**src/rtl/mem_pkg.sv**
```systemverilog
// Shared definitions for the burst memory initiator: bus width defaults and
// the controller state encoding.
package mem_pkg;

   localparam int ADDR_W_DEF = 6;
   localparam int DATA_W_DEF = 32;

   typedef enum logic [1:0] {
      IDLE  = 2'd0,
      WR    = 2'd1,
      RD    = 2'd2,
      DRAIN = 2'd3
   } state_t;

endpackage

```
**src/rtl/mem_initiator.sv**
```systemverilog
// Burst initiator that bridges a request/stream interface to a single-port
// synchronous-write, combinational-read word memory.
module mem_initiator
   import mem_pkg::*;
#(
   parameter int ADDR_W = ADDR_W_DEF,
   parameter int DATA_W = DATA_W_DEF
) (
   input  logic              clk,
   input  logic              reset,
   input  logic              req_valid,
   output logic              req_ready,
   input  logic              req_write,
   input  logic [ADDR_W-1:0] req_addr,
   input  logic [ADDR_W-1:0] req_len,
   input  logic              wdata_valid,
   output logic              wdata_ready,
   input  logic [DATA_W-1:0] wdata,
   output logic              rdata_valid,
   input  logic              rdata_ready,
   output logic [DATA_W-1:0] rdata,
   output logic              rdata_last,
   output logic              done,
   output logic              cs,
   output logic              rw_,
   output logic [ADDR_W-1:0] adder,
   output logic [DATA_W-1:0] mem_datain,
   input  logic [DATA_W-1:0] mem_dataout
);

   state_t            state;
   state_t            state_nxt;
   logic [ADDR_W-1:0] addr_q;
   logic [ADDR_W-1:0] remaining_q;
   logic              last_beat;
   logic              accept;
   logic              wr_beat;
   logic              rd_issue;
   logic              rd_pop;

   assign last_beat = (remaining_q == '0);

   always_ff @(posedge clk or negedge reset) begin
      if (!reset) state <= IDLE;
      else        state <= state_nxt;
   end

   always_comb begin
      // NOTE: every signal written here gets a default first so no latch is inferred.
      state_nxt   = state;
      req_ready   = 1'b0;
      wdata_ready = 1'b0;
      accept      = 1'b0;
      wr_beat     = 1'b0;
      rd_issue    = 1'b0;
      rd_pop      = rdata_valid && rdata_ready;
      cs          = 1'b0;
      rw_         = 1'b1;
      adder       = '0;
      mem_datain  = '0;

      case (state)
         IDLE: begin
            req_ready = 1'b1;
            if (req_valid) begin
               accept    = 1'b1;
               state_nxt = req_write ? WR : RD;
            end
         end
         WR: begin
            wdata_ready = 1'b1;
            if (wdata_valid) begin
               wr_beat    = 1'b1;
               cs         = 1'b1;
               rw_        = 1'b0;
               adder      = addr_q;
               mem_datain = wdata;
               if (last_beat) state_nxt = IDLE;
            end
         end
         RD: begin
            // A read may be issued whenever the output buffer is empty or being emptied.
            if (!rdata_valid || rdata_ready) begin
               rd_issue = 1'b1;
               cs       = 1'b1;
               adder    = addr_q;
               if (last_beat) state_nxt = DRAIN;
            end
         end
         DRAIN: begin
            if (rd_pop) state_nxt = IDLE;
         end
         default: state_nxt = IDLE;
      endcase
   end

   always_ff @(posedge clk or negedge reset) begin
      if (!reset) begin
         addr_q      <= '0;
         remaining_q <= '0;
         rdata       <= '0;
         rdata_valid <= 1'b0;
         rdata_last  <= 1'b0;
         done        <= 1'b0;
      end else begin
         // NOTE: non-blocking assignments so every register updates from pre-edge values.
         done <= (wr_beat && last_beat) || ((state == DRAIN) && rd_pop);

         if (accept) begin
            addr_q      <= req_addr;
            remaining_q <= req_len;
         end else if (wr_beat || rd_issue) begin
            addr_q <= addr_q + ADDR_W'(1);
            if (!last_beat) remaining_q <= remaining_q - ADDR_W'(1);
         end

         // Capture wins over pop so a consume and a new read in one cycle keep the buffer full.
         if (rd_issue) begin
            rdata       <= mem_dataout;
            rdata_valid <= 1'b1;
            rdata_last  <= last_beat;
         end else if (rd_pop) begin
            rdata_valid <= 1'b0;
            rdata_last  <= 1'b0;
         end
      end
   end

endmodule

```
**config.mk**
```make
export PLATFORM = sky130hd
export DESIGN_NAME = mem_initiator
export DESIGN_NICKNAME = d
export VERILOG_FILES = /design/src/rtl/mem_pkg.sv /design/src/rtl/mem_initiator.sv
export SDC_FILE = /design/constraint.sdc
export NUM_CORES = 1
export LEC_CHECK = 0
export ABC_CLOCK_PERIOD_IN_PS = 4300
export BUFFER_PORTS_ARGS = -buffer_cell sky130_fd_sc_hd__buf_2
export CAP_MARGIN = 25
export CORE_ASPECT_RATIO = 0.6
export CORE_MARGIN = 1.5
export CORE_UTILIZATION = 46
export DETAILED_ROUTE_END_ITERATION = 8
export PLACE_DENSITY = 0.92
export SLEW_MARGIN = 30
export SYNTH_ARGS = -nofsm -noshare
export SYNTH_HDL_FRONTEND = slang
export SYNTH_SLANG_ARGS = --single-unit
```
**constraint.sdc**
```tcl
create_clock -name clk -period 4.3 [get_ports clk]
set_input_delay 0.86 -clock clk [delete_from_list [all_inputs] [get_ports clk]]
set_output_delay 0.86 -clock clk [all_outputs]
set_load 0.02 [all_outputs]
```
==> results of run 1 <==
-- report_power, final --
group | leakage, nW | switching (mW) | internal, mW | total (mW)
registers | 0.579 | 0.151 | 0.695 | 0.847
logic | 1.30 | 0.826 | 0.580 | 1.41
clock network | 0.0445 | 0.158 | 0.116 | 0.274
-- synthesized netlist by cell type --
| cell type | number | area [µm²] |
|---|---|---|
| a31oi_1 | 8 | 50.1 |
| mux2_2 | 32 | 360 |
| and3_1 | 38 | 238 |
| a31o_2 | 1 | 8.76 |
| o21ai_0 | 9 | 45.0 |
| inv_1 | 9 | 33.8 |
| a2111oi_0 | 1 | 8.76 |
| clkbuf_2 | 1 | 5.00 |
| a21boi_2 | 1 | 11.3 |
| dfrtp_1 | 49 | 1230 |
| nand3_1 | 4 | 20.0 |
| and2_1 | 2 | 12.5 |
| o21ai_1 | 1 | 5.00 |
| ha_1 | 8 | 100 |
| nor2b_1 | 3 | 18.8 |
| nor3_1 | 2 | 10.0 |
| nand2b_1 | 2 | 12.5 |
| or3_1 | 6 | 37.5 |
| and4_1 | 1 | 8.76 |
| a21oi_1 | 3 | 15.0 |
| or4_1 | 2 | 15.0 |
| nor4_1 | 1 | 6.26 |
| clkbuf_1 | 9 | 33.8 |
| xnor2_1 | 1 | 8.76 |
| nor2_1 | 12 | 45.0 |
| a221o_1 | 1 | 10.0 |
| o31ai_1 | 4 | 30.0 |
| nand4_1 | 2 | 12.5 |
| buf_2 | 4 | 20.0 |
| o311a_1 | 1 | 10.0 |
| or2_1 | 2 | 12.5 |
| nand2_1 | 12 | 45.0 |
| mux2i_1 | 3 | 30.0 |
| o211ai_1 | 1 | 7.51 |
-- worst max-delay path: stages, from the launching register on --
cell	delay, ns
dfrtp_1	0.42
inv_1	0.13
ha_1	0.72
nand2_1	0.22
o21ai_1	0.55
and3_1	0.26
buf_2	0.17
-- how the worst max path moves through the flow --
| stage | endpoint | slack (ns) | cells after the start |
|---|---|---|---|
| 2_1_floorplan | adder[0] | 1.58 | 6 |
| 3_3_place_gp | adder[2] | 1.23 | 5 |
| 3_5_place_dp | adder[4] | 1.10 | 6 |
| 4_1_cts | adder[4] | 0.74 | 6 |
| 5_1_grt | adder[1] | 0.45 | 6 |
| 6_report | adder[4] | 0.68 | 6 |
-- flip-flops by register name, indices dropped and copies added (netlist names) --
register and count:
remaining_q 6, rdata 32, done 1, addr_q 6, rdata_last 1, state 2
rdata_valid 1
-- metrics by stage --
stage / util / worst slack, ns / instance area, µm² / cells / power (mW)
6_report: 0.665 / 0.677 / 3430 / 455 / 2.53
3_5_place_dp: 0.648 / 1.10 / 3340 / 447 / 2.27
3_3_place_gp: 0.647 / 1.23 / 3340 / 447 / 2.21
4_1_cts: 0.665 / 0.742 / 3430 / 455 / 2.54
2_1_floorplan: - / 1.58 / 2510 / 236 / 1.83
5_1_grt: 0.665 / 0.453 / 3430 / 455 / 2.71
-- area by class of cell --
cell class / count / area (µm²)
timing repair buffer: 159 / 801
clock buffer: 5 / 68.8
tap: 66 / 82.6
sequential: 49 / 1230
fill: 420 / 1730
clock inverter: 3 / 21.3
inverter: 9 / 33.8
multi-input combinational: 164 / 1190
-- cell families after synthesis --
family / count (synthesis)
simple gates: 89
fa+ha+maj: 8
xor+xnor: 1
compound gates: 31
flops: 49
mux: 35
buf+inv: 23
-- routing by layer --
layer / wire length (µm) / track usage
met3: 545 / 0.0643
met1: 2940 / 0.285
met2: 2900 / 0.365
met5: 0 / 0
met4: 40 / 0.0402
==> impl_metrics.ini, run 1 <==
[min_path]
holdPathEnd = rdata[26]
hold_path_startpoint = rdata[26]
hp-class = flop to flop
hold-path-cell-count = 1

[place]
dpl.hpwl_um = 5080
gp_congestion = 0.828
numPortBuffers = 158

[clock_tree]
cts.path.max_buffers = 2
htreeDepth = 2
cts_sinks = 49
cts_resized = 0
clkLatencyLatePin_ns = 0.30
clk_pin_slew_worst_paths_ns = 0.09
post_cts_buffers = 0
holdBufCountCts = 0
cts_tree = done
cts_buffers = 5
cts-root-buf = clkbuf_8

[drt]
route.vias.total = 2325
detail_route.vias_per_cell = 5.11
drt_iter0_drc = 105
drtAntennaViolNets = 0
post-route-drc-count = 0
wl_per_cell_um = 14.1
wl_um = 6430
dr.pass1.iters = 4

[critical_path]
cp_max_fo = 35
critPathLaunch = state[1]
startpoint_type = flop
r2r_cells = 6
rr_startpoint = state[1]
cp.required_ns = 3.44
crit_arrival_ns = 2.76
crit_type = flop to primary output
rr_endpoint = remaining_q[5]
rrSetupSlack_ns = 1.75
endpoint_kind = primary output

[finish]
drive_gt1_frac = 0.517
final_common_cell = buf_2
area_growth_pct = 36.4
nNetsFinal = 478
diodes = 0
final_cell_mix = buf_2 (157), dfrtp_1 (49), and3_1 (38)

[logic_synthesis]
synthesis.area_um2 = 2510
synthSimpleGateAreaFrac = 0.197
synthMuxAreaShare = 0.155
synthAdderAreaFrac = 0.0398
synth_cells = 236
synth_nets = 326
yosysWarnings = 0
synth_seq_cells = 49
synth_xor_area_frac = 0.00348
synth_top_family_by_area = simple AND/OR/NAND/NOR gates
ys_types = 34
syn_avg_cell_area_um2 = 10.7
ys_seq_area_frac = 0.488
synth_compound_area_frac = 0.0801

[die]
die_h_um = 60.3
core_region_area_um2 = 5150
die-area_um2 = 5930
row_count = 20
fp.dieW_um = 98.4
start_util = 0.488
ios = 159

[sta]
setup_viol = 0
fmax_ghz = 0.276
holdWs_ns = 0.506
slew_violations = 0
max_slew_margin = 0.382
fin_skew_ns = 0.00442
finalHoldViolCount = 0
finalCritPeriodShare = 0.843
grt_setup_unrepaired = false
period_needed_ns = 3.62
worst_pin_slew_ns = 0.920
tns_ns = 0

[global_routing]
grt_max_degree = 50
antenna_found_initial = 0
grt_pass1_wl_um = 10000
grt_usage = 0.217
grt_pass1_vias = 2154
overflow = 0

[job]
maxCapViolations = 0

[pwr]
p_leak_nw = 1.93
p_per_area_nw_per_um2 = 737
ir_worst_vdd_uv = 273

[status]
outcome = finished, final reports clean
Power figures use the tool's default switching activity.
==> run 2, diff against run 1 <==
- ABC_CLOCK_PERIOD_IN_PS: 4300 -> 3200
- CORE_UTILIZATION: 46 -> 39
- PLACE_DENSITY: 0.92 -> 0.83
- clock period: 4.3 -> 3.2 ns (I/O delays scaled with it)
==> run 2 against run 1 <==
Net effect:
- register-to-register slack got worse by 0.68 ns
- design area up 1.8%
- clock skew is 0.00084 ns higher
- clock-buffer cell count unchanged
- setup slack worse by 0.17 ns
- routed wire length shrank 0.64%
- critical endpoint is now adder[3]
==> impl_metrics.ini, run 2 (synthesized netlist as in run 1, its figures left out) <==
[global_routing]
grt_pass1_wl_um = 9830
grt_usage = 0.176
grt_pass1_vias = 2083
antenna_found_initial = 0
overflow = 0
grt_max_degree = 50

[die]
die_h_um = 65.2
row_count = 22
ios = 159
die-area_um2 = 6950
start_util = 0.408
fp.dieW_um = 107
core_region_area_um2 = 6170

[critical_path]
rrSetupSlack_ns = 1.07
crit_arrival_ns = 2.06
r2r_cells = 7
cp.required_ns = 2.56
startpoint_type = flop
rr_startpoint = state[1]
crit_type = flop to primary output
rr_endpoint = addr_q[4]
endpoint_kind = primary output
cp_max_fo = 35

[clock_tree]
cts_buffers = 5
clk_pin_slew_worst_paths_ns = 0.09
cts.path.max_buffers = 2
cts_tree = done
cts-root-buf = clkbuf_8
holdBufCountCts = 0
cts_resized = 0
clkLatencyLatePin_ns = 0.29
cts_sinks = 49
post_cts_buffers = 0
htreeDepth = 2

[finish]
largest_register_ffs = 32
max_flop_register = rdata
area_growth_pct = 38.8
final_common_cell = buf_2
n_fill_cell = 551
diodes = 0
top_regs = rdata: 32 flops, addr_q: 6 flops, remaining_q: 6 flops
post-route-util = 0.566
final_cell_mix = buf_2 (157), dfrtp_1 (49), and3_1 (38)
nNetsFinal = 480
instances_no_fill = 475
drive_gt1_frac = 0.519

[sta]
max_slew_margin = 0.550
fmax_ghz = 0.371
worst_pin_slew_ns = 0.670
finalHoldViolCount = 0
tns_ns = 0
grt_setup_unrepaired = false
slew_violations = 0
period_needed_ns = 2.70
setup_viol = 0
fin_skew_ns = 0.00526
finalCritPeriodShare = 0.843
holdWs_ns = 0.342

[pwr]
ir_worst_vdd_uv = 443
p_per_area_nw_per_um2 = 998
seqPwrFrac = 0.325
power_frac_comb = 0.550
cellInternalPower_mw = 1.96
pwr-share-clk = 0.126
switching_share = 0.437
switchingPower_mw = 1.52
p_total_mw = 3.48
p_leak_nw = 1.95

[job]
maxCapViolations = 0

[drt]
post-route-drc-count = 0
route.vias.total = 2360
wl_um = 6390
drt_iter0_drc = 116
detail_route.vias_per_cell = 4.97
wl_per_cell_um = 13.4
drtAntennaViolNets = 0
dr.pass1.iters = 4

[place]
dp_cells = 467
numPortBuffers = 158
gp_congestion = 0.825
dpl.hpwl_um = 5020

[min_path]
hp-class = primary input to asynchronous set/reset pin

[status]
outcome = finished, final reports clean
[run 2: cell count changes in the layout (fill, tap and decap cells not counted), sizes merged]
cell      before  now
bufinv         0    1
buf          159  161
clkinvlp       1    0
[run 2: how the worst max path moves through the flow]
stage	endpoint	slack, ns	depth (start not counted)	start
global placement	adder[2]	0.85	6	wdata_valid
CTS	adder[3]	0.52	8	state[1]
finish	adder[3]	0.50	8	state[1]
floorplan	adder[0]	0.70	6	state[1]
detailed placement	adder[3]	0.78	6	wdata_valid
global route	adder[5]	0.34	8	state[1]
[run 2: metrics by stage]
stage	setup WS [ns]	cell area [µm²]
floorplan	0.703	2510
CTS	0.516	3490
detailed placement	0.776	3380
global placement	0.850	3370
finish	0.503	3490
global route	0.338	3490
[run 2: power groups by stage]
stage	Clock [mW]	Combinational (mW)	Sequential (mW)
6_report	0.438	1.91	1.13
3_3_place_gp	0	1.87	1.12
5_1_grt	0.479	2.08	1.17
2_1_floorplan	0	1.07	1.39
4_1_cts	0.447	1.93	1.13
3_5_place_dp	0	1.92	1.14
[run 2: area by class of cell]
type / instances / area (µm²) / area share
Sequential cell: 49 / 1230 / 0.352
Multi-Input combinational cell: 164 / 1190 / 0.343
Timing Repair Buffer: 161 / 816 / 0.234
Tap cell: 84 / 105 / 0.0301
Clock buffer: 5 / 68.8 / 0.0197
Clock inverter: 3 / 43.8 / 0.0126
Inverter: 9 / 33.8 / 0.00968
[run 2: per-layer routing]
layer	up-vias	wire, µm	GRT usage
met3	2	447	0.0407
li1	1147	-	-
met4	0	19	0.0283
met1	1114	3170	0.261
met2	97	2750	0.268
met5	-	0	0
[run 2: critical path: stages (launching register included)]
cell and delay (ns):
dfrtp_1 0.41, inv_1 0.12, ha_1 0.16, buf_4 0.26
nand2_1 0.14, o21ai_1 0.12, buf_4 0.21, and3_1 0.18
buf_2 0.16
==> run 3, diff against run 2 <==
- ABC_CLOCK_PERIOD_IN_PS: 3200 -> 2700
- CORE_UTILIZATION: 39 -> 43
- PLACE_DENSITY: 0.83 -> 0.87
- clock period: 3.2 -> 2.7 ns (I/O delays scaled with it)
==> run 3 against run 2 <==
Net effect:
- die area down 9.0%
- combinational power up 18%
- setup slack worse by 0.30 ns
- clock-buffer cell count unchanged
- largest power group unchanged
- power up 16%
- design area about the same
- critical path depth down 1
- first-iteration DRC count down 42%
==> impl_metrics.ini, run 3 (synthesized netlist as in run 1, its figures left out) <==
[drt]
wl_um = 6330
post-route-drc-count = 0
drtAntennaViolNets = 0
drt_iter0_drc = 67
detail_route.vias_per_cell = 4.90
wl_per_cell_um = 13.4
dr.pass1.iters = 4
route.vias.total = 2317

[critical_path]
startpoint_type = flop
cp_max_fo = 13
r2r_cells = 6
endpoint_kind = primary output
crit_type = flop to primary output
cp.required_ns = 2.16
crit_arrival_ns = 1.96

[finish]
final_common_cell = buf_2
stdcell_area_um2 = 3490
largest_register_ffs = 32
final_cell_mix = buf_2 (158), dfrtp_1 (49), and3_1 (38)
final-seq-area_um2 = 1230
max_flop_register = rdata
top_regs = rdata: 32 flops, addr_q: 6 flops, remaining_q: 6 flops
drive_gt1_frac = 0.522
diodes = 0
area_growth_pct = 38.7
nNetsFinal = 482
instances_no_fill = 473
n_fill_cell = 472
multi_input_area_um2 = 1190

[clock_tree]
post_cts_buffers = 0
cts-root-buf = clkbuf_8
cts_buffers = 5
cts_sinks = 49
clk_pin_slew_worst_paths_ns = 0.10
cts.path.max_buffers = 2
cts_tree = done
clkLatencyLatePin_ns = 0.29
htreeDepth = 2
cts_resized = 0
holdBufCountCts = 0

[pwr]
seqPwrFrac = 0.331
p_total_mw = 4.04
ir_worst_vdd_uv = 429
cellInternalPower_mw = 2.24
p_per_area_nw_per_um2 = 1160
switchingPower_mw = 1.80
switching_share = 0.446
p_leak_nw = 1.95
pwr-share-clk = 0.109
power_frac_comb = 0.560

[die]
core_region_area_um2 = 5600
fp.dieW_um = 102
ios = 159
die-area_um2 = 6330
die_h_um = 62.2
start_util = 0.449
row_count = 21

[global_routing]
antenna_found_initial = 0
grt_usage = 0.199
grt_max_degree = 50
grt_pass1_vias = 2170
overflow = 0
grt_pass1_wl_um = 10200

[sta]
finalHoldViolCount = 0
tns_ns = 0
fmax_ghz = 0.400
worst_pin_slew_ns = 0.653
slew_violations = 0
fin_skew_ns = 0.00581
setup_viol = 0
period_needed_ns = 2.50
grt_setup_unrepaired = false
finalWorstSetupSlack_ns = 0.199
max_slew_margin = 0.564
finalCritPeriodShare = 0.926

[place]
pre_cts_slack_ns = 0.540
place_area_um2 = 3400
dpl.hpwl_um = 4910
numPortBuffers = 158
gp_congestion = 0.894
dp_cells = 465

[job]
maxCapViolations = 0

[min_path]
hp-class = primary input to asynchronous set/reset pin

[status]
outcome = finished, final reports clean
==> run 3: changes by cell type in the layout (fill, tap and decap cells not counted), sizes merged <==
| cell | change |
|---|---|
| buf | +2 |
| clkinvlp | +1 |
| bufinv | -1 |
==> run 3: critical path: stages, from the launching register on <==
cell,delay (ns)
dfrtp_1,0.42
inv_1,0.13
ha_1,0.31
inv_1,0.11
o21ai_1,0.16
buf_4,0.21
and3_1,0.17
buf_2,0.16
==> run 3: area by class of cell <==
cell class                      instances  area share
Sequential cell                        49       0.352
Tap cell                               80      0.0287
Clock inverter                          3     0.00610
Clock buffer                            5      0.0197
Inverter                                9     0.00969
Multi-Input combinational cell        164       0.343
Timing Repair Buffer                  163       0.241
==> run 3: power by group through the flow <==
stage / sequential (mW) / combinational [mW] / clock (mW)
2_1_floorplan: 1.64 / 1.27 / 0
5_1_grt: 1.39 / 2.47 / 0.476
3_5_place_dp: 1.35 / 2.27 / 0
6_report: 1.34 / 2.26 / 0.439
3_3_place_gp: 1.33 / 2.21 / 0
4_1_cts: 1.34 / 2.27 / 0.445
==> run 3: path summary, 6_finish.rpt <==
kind	start	slack (ns)	endpoint
max	state[0]	0.20	adder[4]
min	reset	0.20	addr_q[3]
max reg2reg	state[1]	0.80	remaining_q[5]
min reg2reg	rdata[22]	0.51	rdata[22]
max in group asynchronous	reset	2.26	done
min in group clk	req_len[0]	0.44	remaining_q[0]
==> run 3: metrics by stage <==
step / util / hold WS [ns]
3_5_place_dp: 0.607 / 0.488
3_3_place_gp: 0.607 / 0.481
2_1_floorplan: - / 0.244
5_1_grt: 0.623 / 0.226
4_1_cts: 0.623 / 0.218
6_report: 0.623 / 0.201
==> run 3: metal layers <==
layer / GRT usage / share of wire / vias to the layer above
li1: - / - / 1154
met1: 0.285 / 0.48 / 1064
met2: 0.321 / 0.44 / 99
met3: 0.0450 / 0.078 / 0
met4: 0.0156 / 0 / 0
met5: 0 / 0 / -
